## config.mk

```make
export PLATFORM = sky130hd
export DESIGN_NAME = fetch_stage
export DESIGN_NICKNAME = d
export VERILOG_FILES = /design/src/rtl/fetch_stage.sv
export SDC_FILE = /design/constraint.sdc
export NUM_CORES = 1
export LEC_CHECK = 0
export CORE_UTILIZATION = 40
export CTS_BUF_LIST = sky130_fd_sc_hd__clkbuf_8
export CTS_CLUSTER_DIAMETER = 30
export DETAILED_ROUTE_END_ITERATION = 10
export PLACE_DENSITY = 0.71
export SKIP_CTS_REPAIR_TIMING = 1
export SKIP_LAST_GASP = 1
export SLEW_MARGIN = 20
export SYNTH_ARGS = -nofsm -noshare
export SYNTH_HDL_FRONTEND = slang
export SYNTH_SLANG_ARGS = --single-unit
```

## constraint.sdc

```tcl
create_clock -name clk -period 4.1 [get_ports clk]
set_input_delay 0.41 -clock clk [delete_from_list [all_inputs] [get_ports clk]]
set_output_delay 0.41 -clock clk [all_outputs]
set_load 0.03 [all_outputs]
```

## src/rtl/fetch_stage.sv

```systemverilog
// Instruction-fetch stage: PC, req/ack handshake to instruction memory, one-slot output to decode.
// Optional FETCH_STATS_EN adds fetch_count / stall_count performance counters.
module fetch_stage #(
  parameter int unsigned     XLEN     = 32,
  parameter logic [XLEN-1:0] RESET_PC = '0
) (
  input  logic            clk,
  input  logic            rst,
  output logic            imem_req,
  output logic [XLEN-1:0] imem_addr,
  input  logic            imem_ack,
  input  logic [31:0]     imem_rdata,
  input  logic            stall,
  input  logic            redirect,
  input  logic [XLEN-1:0] redirect_pc,
  output logic            if_valid,
  output logic [XLEN-1:0] if_pc,
  output logic [31:0]     if_instr,
  output logic [6:0]      if_opcode
`ifdef FETCH_STATS_EN
  ,
  output logic [31:0]     fetch_count,
  output logic [31:0]     stall_count
`endif
);

  typedef enum logic [1:0] {StIdle, StBusy, StDiscard} state_e;

  localparam logic [XLEN-1:0] PcStep = XLEN'(4);

  state_e          state_q, state_d;
  logic [XLEN-1:0] pc_q, pc_d;
  logic [XLEN-1:0] hold_addr_q, hold_addr_d;
  logic            valid_q, valid_d;
  logic [XLEN-1:0] slot_pc_q, slot_pc_d;
  logic [31:0]     instr_q, instr_d;

  logic slot_free;
  logic consume;
  logic ack;
  logic unused_redirect_lsb;

  assign slot_free = !valid_q || !stall;
  assign consume   = valid_q && !stall && !redirect;
  assign ack       = imem_ack && (state_q != StIdle);

  assign unused_redirect_lsb = ^redirect_pc[1:0];

  always_comb begin
    state_d     = state_q;
    pc_d        = pc_q;
    hold_addr_d = hold_addr_q;
    valid_d     = valid_q;
    slot_pc_d   = slot_pc_q;
    instr_d     = instr_q;

    if (consume) begin
      valid_d = 1'b0;
    end

    unique case (state_q)
      StIdle: begin
        if (!redirect && slot_free) begin
          state_d = StBusy;
        end
      end
      StBusy: begin
        if (redirect) begin
          // Keep the in-flight address on the bus until memory answers.
          state_d     = ack ? StIdle : StDiscard;
          hold_addr_d = pc_q;
        end else if (ack) begin
          instr_d   = imem_rdata;
          slot_pc_d = pc_q;
          valid_d   = 1'b1;
          pc_d      = pc_q + PcStep;
          state_d   = StIdle;
        end
      end
      StDiscard: begin
        if (ack) begin
          state_d = StIdle;
        end
      end
      default: state_d = StIdle;
    endcase

    if (redirect) begin
      pc_d    = {redirect_pc[XLEN-1:2], 2'b00};
      valid_d = 1'b0;
    end
  end

  always_ff @(posedge clk or posedge rst) begin
    if (rst) begin
      state_q     <= StIdle;
      pc_q        <= RESET_PC;
      hold_addr_q <= '0;
      valid_q     <= 1'b0;
      slot_pc_q   <= '0;
      instr_q     <= '0;
    end else begin
      state_q     <= state_d;
      pc_q        <= pc_d;
      hold_addr_q <= hold_addr_d;
      valid_q     <= valid_d;
      slot_pc_q   <= slot_pc_d;
      instr_q     <= instr_d;
    end
  end

  assign imem_req  = (state_q != StIdle);
  assign imem_addr = (state_q == StDiscard) ? hold_addr_q : pc_q;
  assign if_valid  = valid_q;
  assign if_pc     = slot_pc_q;
  assign if_instr  = instr_q;
  assign if_opcode = instr_q[6:0];

`ifdef FETCH_STATS_EN
  logic [31:0] fetch_cnt_q;
  logic [31:0] stall_cnt_q;

  always_ff @(posedge clk or posedge rst) begin
    if (rst) begin
      fetch_cnt_q <= '0;
      stall_cnt_q <= '0;
    end else begin
      if (consume) begin
        fetch_cnt_q <= fetch_cnt_q + 32'd1;
      end
      if (valid_q && stall) begin
        stall_cnt_q <= stall_cnt_q + 32'd1;
      end
    end
  end

  assign fetch_count = fetch_cnt_q;
  assign stall_count = stall_cnt_q;
`endif

endmodule
```

==> results, run 1 <==
- In the global route stage, overall resource usage came out at 20.1%.
- In the layout the commonest cells are clkdlybuf4s50_1 (167), dfrtp_1 (125), mux2_2 (112).
- The number of port buffers is 167.
- The cell with the largest stage delay on the worst path is clkdlybuf4s50_1.
- Summed over all layers, the routed wires come to 14.5 mm.
- The worst setup slack after placement is 1.34 ns.
- Of all nets on the critical path, the largest fanout is 19.
- Entering global routing, the biggest net connects 66 pins.
- The longest clock path from root to sink contains 2 buffers.
- The site row count is 43.
- The root buffer selected by CTS is clkbuf_8.
- The kind of start point of the critical path is a flop.
- The total number of vias is 4399.
- The post-detailed-placement half-perimeter wirelength is 9.97 mm.
- For this configuration, the core starts out at a cell density of 41.4%.
- The setup skew after layout is 0.0111 ns.
- The number of hold-slack violations in the final timing report was 0.
- In the synthesized netlist the async set-or-reset flop fraction comes to 100%.
- 0 antenna diodes ended up in the layout.
- The signal arrival time at the worst endpoint is 2.74 ns.
- The routed length per instance is 17.4 um.
- The predominant post-synthesis flop cell is dfrtp_1.
- The first global-routing pass estimated 22.9 mm of wire.
- The share of the yosys chip area belonging to registers is 53.8%.
- The register bit count reported by yosys is 125.
- The I/O pin total is 174.
- Setup violations remaining at the end of the flow were counted as 0.
- The average instance in the mapped netlist occupies 12.0 um2.
- Dividing the detail-routed via count by the number of cells gives 5.30.
- The post-route non-filler standard cell count is 830.
- The tightest hold margin is 0.485 ns.
- The synthesized design contains 0 enable-type register cells.
- The synthesized area is 0.00582 mm2.
- The H-tree was split into 4 levels.
- The final worst setup slack is 0.946 ns.
- The number of global-route vias before repair is 4341.
- The later pin in the worst-skew pair is clocked with a latency of 0.44 ns.
- The fmax is 0.317 GHz.
- The post-route core utilization is 57.0%.
- The number of detailed-routing iterations run before antenna repair is 4.
- The width of the die is 123 um.
- Counting distinct cell types in the post-synthesis netlist gives 47.
- On the critical path the largest part of the delay comes from buffers and inverters.
- Buffers inserted during clock tree synthesis total 17.
- Counting both buffers and inverters, the worst setup path holds a total of 2.
- The run finished with clean final reports.
- The cell-internal power is 2.94 mW.
- The total DRC errors in the routed layout is 0.
- Fill cells in the final layout number 1180.
- The portion of total power attributed to sequential cells is 39.1%.
- The post-route setup TNS is 0 ns.
- The clock transition at the register clock pins on the worst setup and hold paths after CTS is 0.08 ns.
- The number of warnings reported in the yosys synthesis log is 0.
- The tree built by TritonCTS fans out to 125 sinks.
- The clock network burns 25.3% of the power.
- The startpoint identified for the worst register-to-register timing path is state_q[1].
- The area enclosed by the die boundary is 0.0150 mm2.
- In this run the worst setup path begins at state_q[0].
- TritonCTS built the clock tree.
- The startpoint-to-endpoint class of the critical path is flop to primary output.
- In this run, placement finished with an instance count of 798.
- The worst setup path is captured at a primary output.
- The die is 123 um tall.
- After global routing the overflow that remains totals 0.
- The DRC marker count from the first detailed-route iteration is 172.
- The maximum vdd drop is 0.000300 V.
- The critical path runs through a total of 4 cells.
- The headroom to the max-slew limit is 46.5%.
- The area growth from synthesis to layout is 37.5%.
- Net switching is 34.2% of the power.
- The largest single stage delay on the critical path is 0.59 ns.
- The initial antenna violation count is 0.
- The final antenna-violating net count is 0.
- The measured slew at the worst slew-check pin is 0.803 ns.
- The data required time at the worst endpoint is 3.69 ns.
- Setup repair after global routing left no endpoint under its margin.
- Max-cap violations in this run came to 0.
- In the final design database the tool counted 707 nets.
- For this design the total switching power over the nets is 1.53 mW.
- The shortest clock period the worst path allows after layout is 3.15 ns.
- In this run the worst hold path is classified as input pin to async pin.
- The leakage power summed over all cells is 3.19 nW.
- Power spread over the standard cell area amounts to 558 mW/mm2.
- The number of max-slew violations in the final report is 0.
- Traced cell by cell, the critical path runs through nor2b_4 -> buf_4 -> mux2_2 -> clkdlybuf4s50_1.
- The cell count after synthesis came out at 484.
- The length in cells of the worst reg-to-reg path is 4.
- In the finished design, the share of the clock period the worst path needs comes to 76.9%.
- The combinational cell fraction of total power is 35.6%.
- Leaving out fill and tap cells, the most frequent cell in the layout is clkdlybuf4s50_1.
- In the final layout, the share of cells above drive strength 1 is 24.8%.
- The total area inside the core boundary comes to 0.0140 mm2.
- The placer congestion estimate is 0.801.
==> registers in the layout, indices dropped and copies added (netlist names) <==
name and cells:
hold_addr_q 30, if_instr 32, if_pc 30, if_valid 1, pc_q 30, state_q 2
==> cells in the mapped netlist (4+ instances only) <==
| master | number | area, um2 |
|---|---|---|
| a31oi_1 | 10 | 62.6 |
| buf_1 | 5 | 18.8 |
| buf_2 | 8 | 40.0 |
| nor3_1 | 5 | 25.0 |
| nor4_1 | 9 | 56.3 |
| nand2_1 | 43 | 161 |
| nand3_1 | 9 | 45.0 |
| xnor2_1 | 9 | 78.8 |
| inv_1 | 8 | 30.0 |
| clkbuf_1 | 16 | 60.1 |
| dfrtp_1 | 125 | 3130 |
| mux2_2 | 112 | 1260 |
| and4_1 | 4 | 35.0 |
| or4_1 | 7 | 52.6 |
| o21ai_0 | 24 | 120 |
| buf_4 | 11 | 82.6 |
| nor2_1 | 16 | 60.1 |
| o31ai_1 | 7 | 52.6 |
| nand4_1 | 8 | 50.1 |
| o311ai_0 | 4 | 35.0 |
==> per-stage QoR <==
stage          power [mW]  area, um2
2_1_floorplan        2.69       5830
3_5_place_dp         3.37       7580
3_3_place_gp         3.32       7580
5_1_grt              4.67       8000
4_1_cts              4.51       8000
6_report             4.46       8000
==> power groups by stage <==
stage / Sequential (mW) / Combinational [mW] / Clock (mW)
after floorplan: 2.11 / 0.581 / 0
after global placement: 1.74 / 1.58 / 0
after detailed placement: 1.77 / 1.60 / 0
after CTS: 1.75 / 1.61 / 1.15
after global routing: 1.79 / 1.67 / 1.20
final: 1.74 / 1.59 / 1.13
==> worst paths after layout <==
check	slack, ns	to
worst max-delay path	0.95	imem_addr[27]
worst min-delay path	0.49	pc_q[15]
worst max register to register	1.77	if_instr[26]
worst min register to register	0.49	hold_addr_q[24]
max in group asynchronous	2.71	if_pc[5]
min in group clk	0.49	hold_addr_q[24]
==> cell type report <==
cell class	instances	area [um2]	share of cell area, %
inverters	8	32.5	0.407
clock buffers	20	275	3.44
flip-flops and latches	125	3130	39.1
clock inverters	12	145	1.81
repair buffers	174	1740	21.7
well taps	180	225	2.82
multi-input cells	311	2450	30.7
==> kinds of logic after synthesis <==
| family | synth area share (%) |
|---|---|
| AO/OA/AOI/OAI | 6.26 |
| XOR/XNOR | 1.66 |
| adder cells (fa/ha/maj) | 0.215 |
| buffers and inverters | 4.45 |
| flip-flops | 53.8 |
| multiplexers | 21.9 |
| other | 0.0645 |
| AND/OR/NAND/NOR | 11.7 |
==> layer usage <==
metal	vias to the layer above	wire length, um	part of all wire [%]	global-route usage [%]
li1	2039	-	-	-
met5	-	0	0	0
met3	18	673	4.7	5.16
met2	115	7350	51	33.5
met1	2227	6230	43	25.3
met4	0	208	1.4	6.94
(Power assumes the default switching activity.)
==> inputs of run 2 (changes only) <==
--- a/config.mk
+++ b/config.mk
@@ -9,7 +9,7 @@
 export CTS_BUF_LIST = sky130_fd_sc_hd__clkbuf_8
 export CTS_CLUSTER_DIAMETER = 30
 export DETAILED_ROUTE_END_ITERATION = 10
-export PLACE_DENSITY = 0.71
+export PLACE_DENSITY = 0.73
 export SKIP_CTS_REPAIR_TIMING = 1
 export SKIP_LAST_GASP = 1
 export SLEW_MARGIN = 20
==> constraint.sdc (replaced) <==
create_clock -name clk -period 2.75 [get_ports clk]
set_input_delay 0.275 -clock clk [delete_from_list [all_inputs] [get_ports clk]]
set_output_delay 0.275 -clock clk [all_outputs]
set_load 0.03 [all_outputs]
==> run 2 against run 1 <==
Effect of this change:
- global-route usage down 0.57 points
- utilization up 0.78 points
- setup slack worse by 0.80 ns
- first-iteration DRC count down 17%
- via count up 0.32%
- die area unchanged
- sequential power up 49%
- clock skew up 0.0026 ns
- routed wire length down 3.8%
- cell count up 0.72%
- critical path depth unchanged
- cell area up 1.4%
- critical path type unchanged
==> results, run 2 (synthesis results as in run 1) <==
- The width of the die came to 123 um (unchanged).
- The number of port buffers is 167 (unchanged).
- The site row count is 43 (unchanged).
- The placer congestion estimate is 0.819 (+2.3%).
- The final-report setup violation count is 0 (unchanged).
- The initial antenna violation count is 0 (unchanged).
- The biggest fanout along the worst timing path was 19 (unchanged).
- The area enclosed by the die boundary is 0.0150 mm2 (unchanged).
- The signal on the critical path passes through nor2b_4 -> buf_4 -> mux2_2 -> clkdlybuf4s50_1.
- The flip-flop count of the largest register, all copies and words added is 32 (unchanged).
- The flow ran to the end, and the final reports show no timing, DRC or antenna violations.
- The final antenna-violating net count is 0 (unchanged).
- The reg-to-reg endpoint is pc_q[30].
- The signal arrival time at the worst endpoint is 2.33 ns (-0.41 ns).
- The length in cells of the worst reg-to-reg path came to 4 (unchanged).
- The startpoint identified for the worst register-to-register timing path is pc_q[11].
- The global router's overall resource usage came to 19.5% (-0.57 points).
- The uppermost layer routed is met4.
- The detailed route wirelength on metal2 is 6.85 mm (-6.9%).
- The type of element capturing the critical path is a primary output.
- Counting I/O delays and the setup requirement, the final critical path takes 2.60 ns.
- The routed via count divided by cell count is 5.28 (-0.40%).
- The power after layout is 6.72 mW (+51%).
- The number of buffers on the longest clock path is 2 (unchanged).
- The pin count of the biggest net entering global routing is 48 (-27%).
- The global-route wire length before repair came to 22.4 mm (-2.2%).
- The post-detailed-placement half-perimeter wirelength is 9.88 mm (-0.86%).
- The insertion delay to the later sink of the worst-skew pair is 0.43 ns (about the same).
- The number of cells in the design after placement was 806 (+1.0%).
- The most frequent standard cell in the layout excluding fill and tap cells is clkdlybuf4s50_1.
- The library cells used most frequently in the layout, excluding fill and tap cells, are clkdlybuf4s50_1 (167), dfrtp_1 (125), mux2_2 (112).
- The total met3 wirelength after detailed routing came to 766 um (+14%).
- Compared with the post-synthesis result, the final layout area differs by 39.4%.
- STA classifies the critical path startpoint as a flop.
- The area of the core came to 0.0140 mm2 (unchanged).
- The leakage power summed over all cells is 3.25 nW (+2.0%).
- The power density of the placed cells is 829 mW/mm2 (+48%).
- The count of inserted antenna diode cells is 0 (unchanged).
- The number of global-route vias before repair came to 4342 (+0.023%).
- The routed wire length is 13.9 mm (-3.8%).
- The data required time at the worst endpoint is 2.48 ns (-1.21 ns).
- The total CTS buffers was 17 (unchanged).
- The post-route non-filler standard cell count is 836 (+0.72%).
- The headroom to the max-slew limit is 47.6% (+1.1 points).
- The buffer and inverter count on the worst path was 2 (unchanged).
- The cell sitting at the root of the clock tree is a clkbuf_8.
- The max-cap violation count is 0 (unchanged).
- The measured slew at the worst slew-check pin is 0.785 ns (-0.0180 ns).
- The CTS sink count is 125 (unchanged).
- The number of max-slew violations in the final report is 0 (unchanged).
- The tightest hold margin came to 0.326 ns (-0.159 ns).
- Setup repair after global routing left no endpoint under its margin.
- The critical path is of the flop to primary output type.
- The kind of cell adding the most delay to the critical path is buffers and inverters.
- The routed length per instance is 16.6 um (-4.5%).
- The total DRC errors in the routed layout is 0 (unchanged).
- The type of the most critical hold path is input pin to async pin.
- The overall die height came to 123 um (unchanged).
- The share of the clock period used by the worst path after layout is 94.6%.
- The delay of the slowest cell on the worst path is 0.63 ns (+0.04 ns).
- The routed metal-1 wire length is 6.10 mm (-2.1%).
- The post-route setup TNS is 0 ns (unchanged).
- The CTS tree is yes.
- The number of hold-slack violations in the final timing report is 0 (unchanged).
- The I/O pin total is 174 (unchanged).
- The total number of vias was 4413 (+0.32%).
- The fraction of layout cells with a size suffix above 1 is 25.5% (+0.69 points).
- The depth of the CTS H-tree is 4 (unchanged).
- The clock transition at the register clock pins on the worst setup and hold paths after CTS is 0.07 ns (about the same).
- The maximum vdd drop is 0.000484 V (+61%).
- The setup skew after layout is 0.0137 ns (+0.00255 ns).
- The number of nets in the layout was 715 (+1.1%).
- Based on the critical path, the design can be clocked at up to 0.385 GHz.
- The initial cell density of the core was 41.4% (unchanged).
- The worst setup slack for register-to-register paths is 0.62 ns (-1.15 ns).
- The DRC marker count from the first detailed-route iteration is 143 (-17%).
- The number of detailed-routing iterations run before antenna repair is 4 (unchanged).
- The cell with the largest stage delay on the worst path is clkdlybuf4s50_1.
- The global route total overflow was 0 (unchanged).
- The filler cell count in the final layout is 1148 (-2.7%).
[run 2: power breakdown]
part / internal [mW] / switching, mW
logic: 1.14 / 1.24
registers: 2.30 / 0.295
clock network: 1.06 / 0.687
[run 2: layer usage]
layer / vias up / global-route usage [%]
li1: 2056 / -
met1: 2209 / 25.5
met2: 132 / 31.5
met3: 16 / 4.69
met4: 0 / 7.24
met5: - / 0
[run 2: layout make-up]
class                      instances  area, um2  area share, %
clock buffer                      21        289           3.56
sequential                       125       3130           38.6
inverter                           8       33.8          0.417
multi-input combinational        311       2450           30.3
clock inverter                     9        143           1.76
tap                              180        225           2.78
timing repair buffer             182       1830           22.6
[run 2: worst max path at each step]
| stage | from | to | slack [ns] | cells after the start |
|---|---|---|---|---|
| floorplan | state_q[0] | imem_addr[10] | 0.84 | 4 |
| global placement | imem_ack | pc_q[19] | 0.61 | 5 |
| detailed placement | imem_ack | pc_q[19] | 0.59 | 5 |
| CTS | state_q[0] | imem_addr[31] | 0.12 | 4 |
| global route | state_q[0] | imem_addr[31] | 0.05 | 4 |
| finish | state_q[0] | imem_addr[31] | 0.15 | 4 |
[run 2: worst register-to-register path: cells and delay by family (launching register included)]
kind / cells / cell delay (ns)
compound gates: 1 / 0.18
flops: 1 / 0.46
simple gates: 3 / 1.42
[run 2: through the flow]
| step | setup WS, ns | cell area [um2] | utilization [%] |
|---|---|---|---|
| after floorplan | 0.842 | 5830 | - |
| after global placement | 0.613 | 7680 | 54.7 |
| after detailed placement | 0.593 | 7680 | 54.7 |
| after CTS | 0.121 | 8110 | 57.7 |
| after global routing | 0.0499 | 8110 | 57.7 |
| final | 0.149 | 8110 | 57.7 |
